--- src/rtl/cacheline_adaptor_if.sv ---
// Line-side (pmem) and burst-side signals of the cache line adaptor.
// The adaptor takes the slave view; the L2 and the memory model together take the master view.
interface cacheline_adaptor_if #(
  parameter int LINE_WIDTH  = 256,
  parameter int BURST_WIDTH = 64
);
  logic                   pmem_read;
  logic                   pmem_write;
  logic [31:0]            pmem_address;
  logic [LINE_WIDTH-1:0]  pmem_wdata;
  logic [LINE_WIDTH-1:0]  pmem_rdata;
  logic                   pmem_resp;
  logic                   burst_read;
  logic                   burst_write;
  logic [31:0]            burst_address;
  logic [BURST_WIDTH-1:0] burst_wdata;
  logic [BURST_WIDTH-1:0] burst_rdata;
  logic                   burst_resp;

  modport slave (
    input  pmem_read, pmem_write, pmem_address, pmem_wdata,
    output pmem_rdata, pmem_resp,
    output burst_read, burst_write, burst_address, burst_wdata,
    input  burst_rdata, burst_resp
  );

  modport master (
    output pmem_read, pmem_write, pmem_address, pmem_wdata,
    input  pmem_rdata, pmem_resp,
    input  burst_read, burst_write, burst_address, burst_wdata,
    output burst_rdata, burst_resp
  );
endinterface

--- src/rtl/cacheline_adaptor.sv ---
// Converts whole-line L2 read/write requests into BEATS-long bursts toward memory,
// answering each line with a one-cycle pmem_resp.
module cacheline_adaptor #(
  parameter int LINE_WIDTH  = 256,
  parameter int BURST_WIDTH = 64,
  parameter int BEATS       = LINE_WIDTH / BURST_WIDTH
) (
  input logic                clk,
  input logic                rst,
  cacheline_adaptor_if.slave bus
);
  localparam int CW = $clog2(BEATS);
  localparam logic [CW-1:0] LAST = CW'(BEATS - 1);

  typedef enum logic [1:0] {
    ST_IDLE = 2'd0,
    ST_RD   = 2'd1,
    ST_WR   = 2'd2,
    ST_DONE = 2'd3
  } state_t;

  state_t                r_state;
  state_t                w_next;
  logic [CW-1:0]         r_cnt;
  logic [31:0]           r_addr;
  logic [LINE_WIDTH-1:0] r_line;
  logic                  w_addr_lo_unused;

  assign w_addr_lo_unused = ^bus.pmem_address[4:0];

  // State register
  always_ff @(posedge clk) begin
    if (rst) begin
      r_state <= ST_IDLE;
    end else begin
      r_state <= w_next;
    end
  end

  // Next-state logic; a write wins over a simultaneous read
  always_comb begin
    w_next = r_state;
    case (r_state)
      ST_IDLE: begin
        if (bus.pmem_write) begin
          w_next = ST_WR;
        end else if (bus.pmem_read) begin
          w_next = ST_RD;
        end else begin
          w_next = ST_IDLE;
        end
      end
      ST_RD, ST_WR: begin
        if (bus.burst_resp && (r_cnt == LAST)) begin
          w_next = ST_DONE;
        end else begin
          w_next = r_state;
        end
      end
      ST_DONE: w_next = ST_IDLE;
      default: w_next = ST_IDLE;
    endcase
  end

  // Request capture, beat counter and line buffer
  always_ff @(posedge clk) begin
    if (rst) begin
      r_cnt  <= '0;
      r_addr <= 32'h0000_0000;
      r_line <= '0;
    end else begin
      case (r_state)
        ST_IDLE: begin
          if (bus.pmem_write) begin
            r_addr <= {bus.pmem_address[31:5], 5'b00000};
            r_line <= bus.pmem_wdata;
            r_cnt  <= '0;
          end else if (bus.pmem_read) begin
            r_addr <= {bus.pmem_address[31:5], 5'b00000};
            r_cnt  <= '0;
          end
        end
        ST_RD: begin
          if (bus.burst_resp) begin
            r_line[r_cnt*BURST_WIDTH +: BURST_WIDTH] <= bus.burst_rdata;
            r_cnt <= (r_cnt == LAST) ? '0 : r_cnt + CW'(1);
          end
        end
        ST_WR: begin
          if (bus.burst_resp) begin
            r_cnt <= (r_cnt == LAST) ? '0 : r_cnt + CW'(1);
          end
        end
        default: r_cnt <= '0;
      endcase
    end
  end

  // Outputs decoded from the registered state, counter and buffers
  always_comb begin
    bus.burst_read    = 1'b0;
    bus.burst_write   = 1'b0;
    bus.burst_address = 32'h0000_0000;
    bus.burst_wdata   = '0;
    bus.pmem_resp     = 1'b0;
    case (r_state)
      ST_RD: begin
        bus.burst_read    = 1'b1;
        bus.burst_address = r_addr;
      end
      ST_WR: begin
        bus.burst_write   = 1'b1;
        bus.burst_address = r_addr;
        bus.burst_wdata   = r_line[r_cnt*BURST_WIDTH +: BURST_WIDTH];
      end
      ST_DONE: bus.pmem_resp = 1'b1;
      default: bus.pmem_resp = 1'b0;
    endcase
  end

  assign bus.pmem_rdata = r_line;
endmodule

--- src/flat_wrapper.sv ---
// flat-port wrapper written by rule: the top's interface ports become plain ports
module cacheline_adaptor_flat 
#(
  parameter int LINE_WIDTH  = 256,
  parameter int BURST_WIDTH = 64,
  parameter int BEATS       = LINE_WIDTH / BURST_WIDTH
)
  (clk, rst, bus_pmem_read, bus_pmem_write, bus_pmem_address, bus_pmem_wdata, bus_pmem_rdata, bus_pmem_resp, bus_burst_read, bus_burst_write, bus_burst_address, bus_burst_wdata, bus_burst_rdata, bus_burst_resp);
  cacheline_adaptor_if #(.LINE_WIDTH(LINE_WIDTH), .BURST_WIDTH(BURST_WIDTH)) bus_i ();
  input logic clk;
  input logic rst;
  input wire logic [$bits(bus_i.pmem_read)-1:0] bus_pmem_read;
  input wire logic [$bits(bus_i.pmem_write)-1:0] bus_pmem_write;
  input wire logic [$bits(bus_i.pmem_address)-1:0] bus_pmem_address;
  input wire logic [$bits(bus_i.pmem_wdata)-1:0] bus_pmem_wdata;
  output wire logic [$bits(bus_i.pmem_rdata)-1:0] bus_pmem_rdata;
  output wire logic [$bits(bus_i.pmem_resp)-1:0] bus_pmem_resp;
  output wire logic [$bits(bus_i.burst_read)-1:0] bus_burst_read;
  output wire logic [$bits(bus_i.burst_write)-1:0] bus_burst_write;
  output wire logic [$bits(bus_i.burst_address)-1:0] bus_burst_address;
  output wire logic [$bits(bus_i.burst_wdata)-1:0] bus_burst_wdata;
  input wire logic [$bits(bus_i.burst_rdata)-1:0] bus_burst_rdata;
  input wire logic [$bits(bus_i.burst_resp)-1:0] bus_burst_resp;
  assign bus_i.pmem_read = bus_pmem_read;
  assign bus_i.pmem_write = bus_pmem_write;
  assign bus_i.pmem_address = bus_pmem_address;
  assign bus_i.pmem_wdata = bus_pmem_wdata;
  assign bus_pmem_rdata = bus_i.pmem_rdata;
  assign bus_pmem_resp = bus_i.pmem_resp;
  assign bus_burst_read = bus_i.burst_read;
  assign bus_burst_write = bus_i.burst_write;
  assign bus_burst_address = bus_i.burst_address;
  assign bus_burst_wdata = bus_i.burst_wdata;
  assign bus_i.burst_rdata = bus_burst_rdata;
  assign bus_i.burst_resp = bus_burst_resp;
  cacheline_adaptor #(.LINE_WIDTH(LINE_WIDTH), .BURST_WIDTH(BURST_WIDTH), .BEATS(BEATS)) u_core (.clk(clk), .rst(rst), .bus(bus_i));
endmodule
--- config.mk ---
export PLATFORM = sky130hd
export DESIGN_NAME = cacheline_adaptor_flat
export DESIGN_NICKNAME = d
export VERILOG_FILES = /design/src/rtl/cacheline_adaptor_if.sv /design/src/rtl/cacheline_adaptor.sv /design/src/flat_wrapper.sv
export SDC_FILE = /design/constraint.sdc
export NUM_CORES = 1
export LEC_CHECK = 0
export BUFFER_PORTS_ARGS = -buffer_cell sky130_fd_sc_hd__clkbuf_2
export CAP_MARGIN = 30
export CORE_AREA = 2 2 279 281
export DETAILED_ROUTE_END_ITERATION = 7
export DIE_AREA = 0 0 281 283
export PLACE_DENSITY_LB_ADDON = 0.05
export RECOVER_POWER = 50
export SLEW_MARGIN = 30
export SYNTH_ARGS = -nofsm -noshare
export SYNTH_HDL_FRONTEND = slang
export SYNTH_SLANG_ARGS = --single-unit
--- constraint.sdc ---
create_clock -name clk -period 3.7 [get_ports clk]
set_input_delay 0.37 -clock clk [delete_from_list [all_inputs] [get_ports clk]]
set_output_delay 0.37 -clock clk [all_outputs]
set_load 0.01 [all_outputs]
==> Word level (Yosys, flattened, before mapping) <==
Index checks and enable logic that the tools add are counted.
{ "word_totals": {"register_bits": 292, "in_bits": 357, "output_inout_bits": 355, "word_cells": 46} }
{ "op_classes": {"add_sub_neg": 2, "n_eq_ne": 9, "shift": 3, "mux": 20, "reduce_logical": 8} }
{ "ops": {"columns": ["op", "n"], "rows": [
  ["$mux 256", 2],
  ["$pmux 256 s2", 1],
  ["$bwmux 256", 1],
  ["$shift 64x34->256 const A", 1],
  ["$shiftx 256x9->64", 1],
  ["$shiftx 64x34->256", 1],
  ["$mux 32", 3],
  ["$mux 64", 1],
  ["$neg 8->34", 1],
  ["$mux 2", 6],
  ["$eq 2x2->1 const B", 3],
  ["$pmux 2 s3", 1],
  ["$mux 1", 4],
  ["$ne 2x1->1 const B", 2],
  ["$ne 2x2->1 const B", 2],
  ["$pmux 2 s2", 1],
  ["$reduce_and 2->1", 2],
  ["$reduce_bool 2->1", 2],
  ["$ne 3x3->1 const B", 1],
  ["$reduce_and 3->1", 1],
  ["$add 2x1->2 const B", 1],
  ["$eq 2x1->1 const B", 1],
  ["$logic_not 2->1", 1],
  ["$reduce_or 2->1", 1],
  ["$logic_and 1x1->1", 1]
]} }

==> Longest topological paths before layout <==
{ "depth": {"ltp_word": 5, "ltp_mapped": 12} }

==> Worst setup path before layout <==
OpenSTA, ideal clock, no wires.
{ "synth_path": {"path_kind": "flip-flop to flip-flop", "start": "register u_core.r_cnt[0]", "end": "register u_core.r_line[210] (netlist: u_core.bus.pmem_rdata[210])", "setup_time_ns": 0.089, "arrival_time_ns": 2.396, "required_ns": 3.611, "path_slack_ns": 1.215, "stages_incl_launch_ff": 13, "path_buffers": 7, "period_less_slack_ns": 2.485, "cell_sequence": "dfxtp_1 > buf_4 > buf_6 > buf_12 > buf_6 > buf_2 > inv_1 > ha_1 > and4bb_1 > buf_2 > buf_2 > nand3_1 > a311oi_2"} }
{ "synth_between": {"elab_chain_len": 5, "word_cells_on_any_way": 6} }
{ "synth_rtl": {"columns": ["element", "line_no", "rtl"], "rows": [
  ["start: declaration", "cacheline_adaptor.sv:24", "logic [CW-1:0] r_cnt;"],
  ["start signal: assignment", "cacheline_adaptor.sv:86", "r_cnt <= (r_cnt == LAST) ? '0 : r_cnt + CW'(1);"],
  ["start signal: assignment", "cacheline_adaptor.sv:91", "r_cnt <= (r_cnt == LAST) ? '0 : r_cnt + CW'(1);"],
  ["$neg 8->34 *", "cacheline_adaptor.sv:85", "r_line[r_cnt*BURST_WIDTH +: BURST_WIDTH] <= bus.burst_rdata;"],
  ["$shiftx 64x34->256 or $shift 64x34->256 (tied branches)", "cacheline_adaptor.sv:85", null],
  ["$bwmux 256 *", "cacheline_adaptor.sv:85", null],
  ["$mux 256 *", "cacheline_adaptor.sv:84", "if (bus.burst_resp) begin"],
  ["$pmux 256 s2 *", "cacheline_adaptor.sv:72", "case (r_state)"],
  ["end signal: assignment", "cacheline_adaptor.sv:76", "r_line <= bus.pmem_wdata;"],
  ["end signal: indexed assignment", "cacheline_adaptor.sv:85", null],
  ["end: declaration", "cacheline_adaptor.sv:26", "logic [LINE_WIDTH-1:0] r_line;"]
]} }
Mark *: on every way between the ends. The rest lies on a longest branch, timed or not. The select of a mux whose other input is x is not followed.
A chain may end at the register's enable or synchronous reset.

==> Worst setup path in the final report <==
{ "layout_path": {"start": "register u_core.r_cnt[1]", "end": "output port bus_burst_wdata[33]"} }
{ "layout_between": {"elab_chain_len": 2} }
{ "layout_rtl": {"columns": ["element", "line_no", "rtl"], "rows": [
  ["$shiftx 256x9->64", "cacheline_adaptor.sv:114", "bus.burst_wdata = r_line[r_cnt*BURST_WIDTH +: BURST_WIDTH];"],
  ["$mux 64", "cacheline_adaptor.sv:106", "case (r_state)"],
  ["end: declaration", "flat_wrapper.sv:21", "output wire logic [$bits(bus_i.burst_wdata)-1:0] bus_burst_wdata;"]
]} }
Every way passes these cells.

==> run summary <==
Hold Violations, Final - 0
Skew final - 0.01858 ns
EDFF count, synth - 0
Gpl congestion - 0.8229
Vias - 18150
Clk slew on worst S/H paths - 0.05 ns
Fin. max-slew vios - 66
Pre-CTS WS - 0.7671 ns
VDD IR-drop max - 495.9 uV
Tot GR Track Use - 23.08%
CTS root buf - clkbuf_16
# IOs - 712
Worst path top cell family by delay - buffers and inverters
Pwr per Cell Area - 922.8 nW/um^2
H-tree level count - 2
HP Class - in2reg
CTS sink count - 287
Critical path required time - 3.33 ns
Rel. slew slack - -26.84%
Setup CP Type - reg2out
Worst path max stage delay - 0.77 ns
# port buffers - 701
Clock power share - 19.6%
Worst-skew pair later-pin latency - 0.56 ns
Worst setup margin - 0.7071 ns
Largest net degree at the start of global routing - 154
Die Height - 283 um
# nets final - 2786
Switch share - 47.51%
Setup crit start kind - flop
Top_reg_cell synth - dfxtp_1
Multi-input combinational cell area - 10870 sq um
Layout cells sized above 1 - 35.25%
DRC Markers - 0
Layout fillers - 8327
Async set-reset flop share out of synthesis - 0%
CTS tree - yes
P_sw - 10.28 mW
Logic gate share of total power - 54.8%
Synth cell types - 38
Grt ovf - 0
CP max FO - 24
Minimum clock period - 2.993 ns
Row count - 102
Vias in the first global route - 18331
Initial Utilization - 23.43%
First-pass GRT wire length - 136200 um
Area Growth Syn to Fin - 30.46%
Critical Path Sink Type - primary output
YS warnings - 0
Setup violators final - 0
Setup TNS - 0 ns
Outcome - finished with violations
WL/cell - 27.28 um
Die width - 281 um
Antenna-violating nets left - 0
Int Power - 11.36 mW
Critical path arrival - 2.62 ns
Final HPWL DP - 62290 um
#FFs+latches synth - 287
Core Box Area - 76700 sq um
Die area - 79520 sq um
Final worst-path cycle share - 80.89%
Initial antenna violation count - 32
Max clock buf depth - 3
Leakage - 8.320 nW
Sequential share of power - 25.7%
Post-Syn Area per Cell - 9.763 sq um
Slowest-stage cell, CP - clkbuf_2
CP most frequent cell - clkbuf_2
Iter 0 DRT Violations - 1099
DRT Pass-1 Iters - 5
Via/cell ratio - 5.172
RSZ-0062 raised after global routing - no
Sequential standard cell area - 5753 sq um
Cells after Synth - 1841
Failing checks - capacitance limit, slew limit
Post-Syn Area - 17970 sq um
Num CTS Buffers - 41
CP bufs+invs - 2
Routed WL - 95710 um
Seq/Total Area, Yosys - 31.97%
Worst-margin pin slew - 1.903 ns
Max-cap viol count - 1
F_max - 0.3341 GHz
Worst-path cell chain - clkbuf_2 > mux4_2 > and2_1 > clkbuf_2
## layer usage
| metal | GRT usage (%) | routed length (um) | up-vias |
|---|---|---|---|
| met3 | 4.816 | 6024 | 149 |
| met4 | 8.997 | 2764 | 24 |
| met5 | 0 | 159 | - |
| met2 | 37.90 | 46800 | 645 |
| met1 | 29.43 | 39960 | 9198 |
| li1 | - | - | 8134 |
## area by class of cell
| class | instances | share of cell area [%] |
|---|---|---|
| timing repair buffer | 776 | 17.21 |
| sequential | 287 | 24.54 |
| antenna | 21 | 0.2241 |
| tap | 1040 | 5.550 |
| clock buffer | 64 | 5.523 |
| multi-input combinational | 1308 | 46.35 |
| clock inverter | 8 | 0.5229 |
| inverter | 5 | 0.08004 |
## cell usage after synthesis (31+ instances only)
master	n	share of area [%]
dfxtp_1	287	32
a21oi_1	286	8.0
nand2b_1	257	8.9
a311oi_2	240	20
nand3_1	129	3.6
buf_2	108	3.0
and2_1	95	3.3
clkbuf_1	89	1.9
mux4_2	64	8.0
nand3b_1	64	2.7
nand4_1	64	2.2
nand2_1	54	1.1
buf_6	31	1.9
## cells in the final DEF, fill, tap and decap left out, drive strengths merged, types with 2 or more instances in the layout
cell type / instances
a311oi: 256
nand2b: 257
and2: 95
dlygate4sd3: 26
ha: 10
a21oi: 286
nand3: 129
nand2: 54
nor2: 3
clkinv: 2
o21ai: 3
buf: 46
dfxtp: 287
diode: 21
nand4: 64
mux4: 64
a21bo: 5
bufinv: 3
nand3b: 64
conb: 5
clkbuf: 768
nor2b: 2
inv: 7
## worst min-delay path: stages
cell and delay [ns]:
clkbuf_2 0.08, nand2_1 0.06, a21oi_1 0.06
## power groups by stage
stage | sequential [mW] | combinational [mW] | clock [mW]
after global routing | 5.68 | 12.7 | 4.46
after detailed placement | 5.60 | 12.3 | 0
after global placement | 5.59 | 12.2 | 0
final | 5.55 | 11.9 | 4.23
after CTS | 5.55 | 12.3 | 4.35
after floorplan | 5.59 | 7.80 | 0
## through the flow
| stage | power (mW) | util, % | area (sq um) | hold WS [ns] | std cells |
|---|---|---|---|---|---|
| detailed placement | 17.91 | 28.86 | 22140 | 0.4462 | 3389 |
| global placement | 17.77 | 28.84 | 22120 | 0.4388 | 3388 |
| finish | 21.64 | 30.57 | 23450 | 0.06442 | 3509 |
| floorplan | 13.39 | - | 17990 | 0.4317 | 1845 |
| global route | 22.87 | 30.56 | 23440 | 0.04092 | 3505 |
| CTS | 22.23 | 31.05 | 23810 | 0.02169 | 3487 |
## sequential cells by signal, indices dropped and copies added, names as in the netlist
register,flops
u_core.r_addr,27
u_core.bus.pmem_rdata,256
u_core.r_cnt,2
u_core.r_state,2
## repair_timing
item,CTS,global route
endpoints found under the setup margin,0,0
hold endpoints to repair,26,0
setup buffers,0,0
resized for setup,0,0
hold buffers,26,0
## kinds of logic after synthesis
kind of cell	Yosys count	share of synthesized area [%]
adders and majority gates	10	0.6961
and+or+nand+nor	676	22.37
other	1	0.02086
muxes	65	8.103
buffers and inverters	250	7.595
AOI/OAI and AO/OA	552	29.24
DFF	287	31.97
## path summary, 6_finish.rpt
check                                          start                   endpoint  slack (ns)  depth (start not counted)
worst min-delay path            bus_pmem_address[21]          u_core.r_addr[21]        0.06                          3
worst max register to register       u_core.r_cnt[1]  u_core.bus.pmem_rdata[46]        0.73                          5
worst min register to register     u_core.r_addr[24]          u_core.r_addr[24]        0.45                          2
worst max-delay path                 u_core.r_cnt[1]        bus_burst_wdata[33]        0.71                          4
Note: power is estimated with default switching activity, not from simulation.
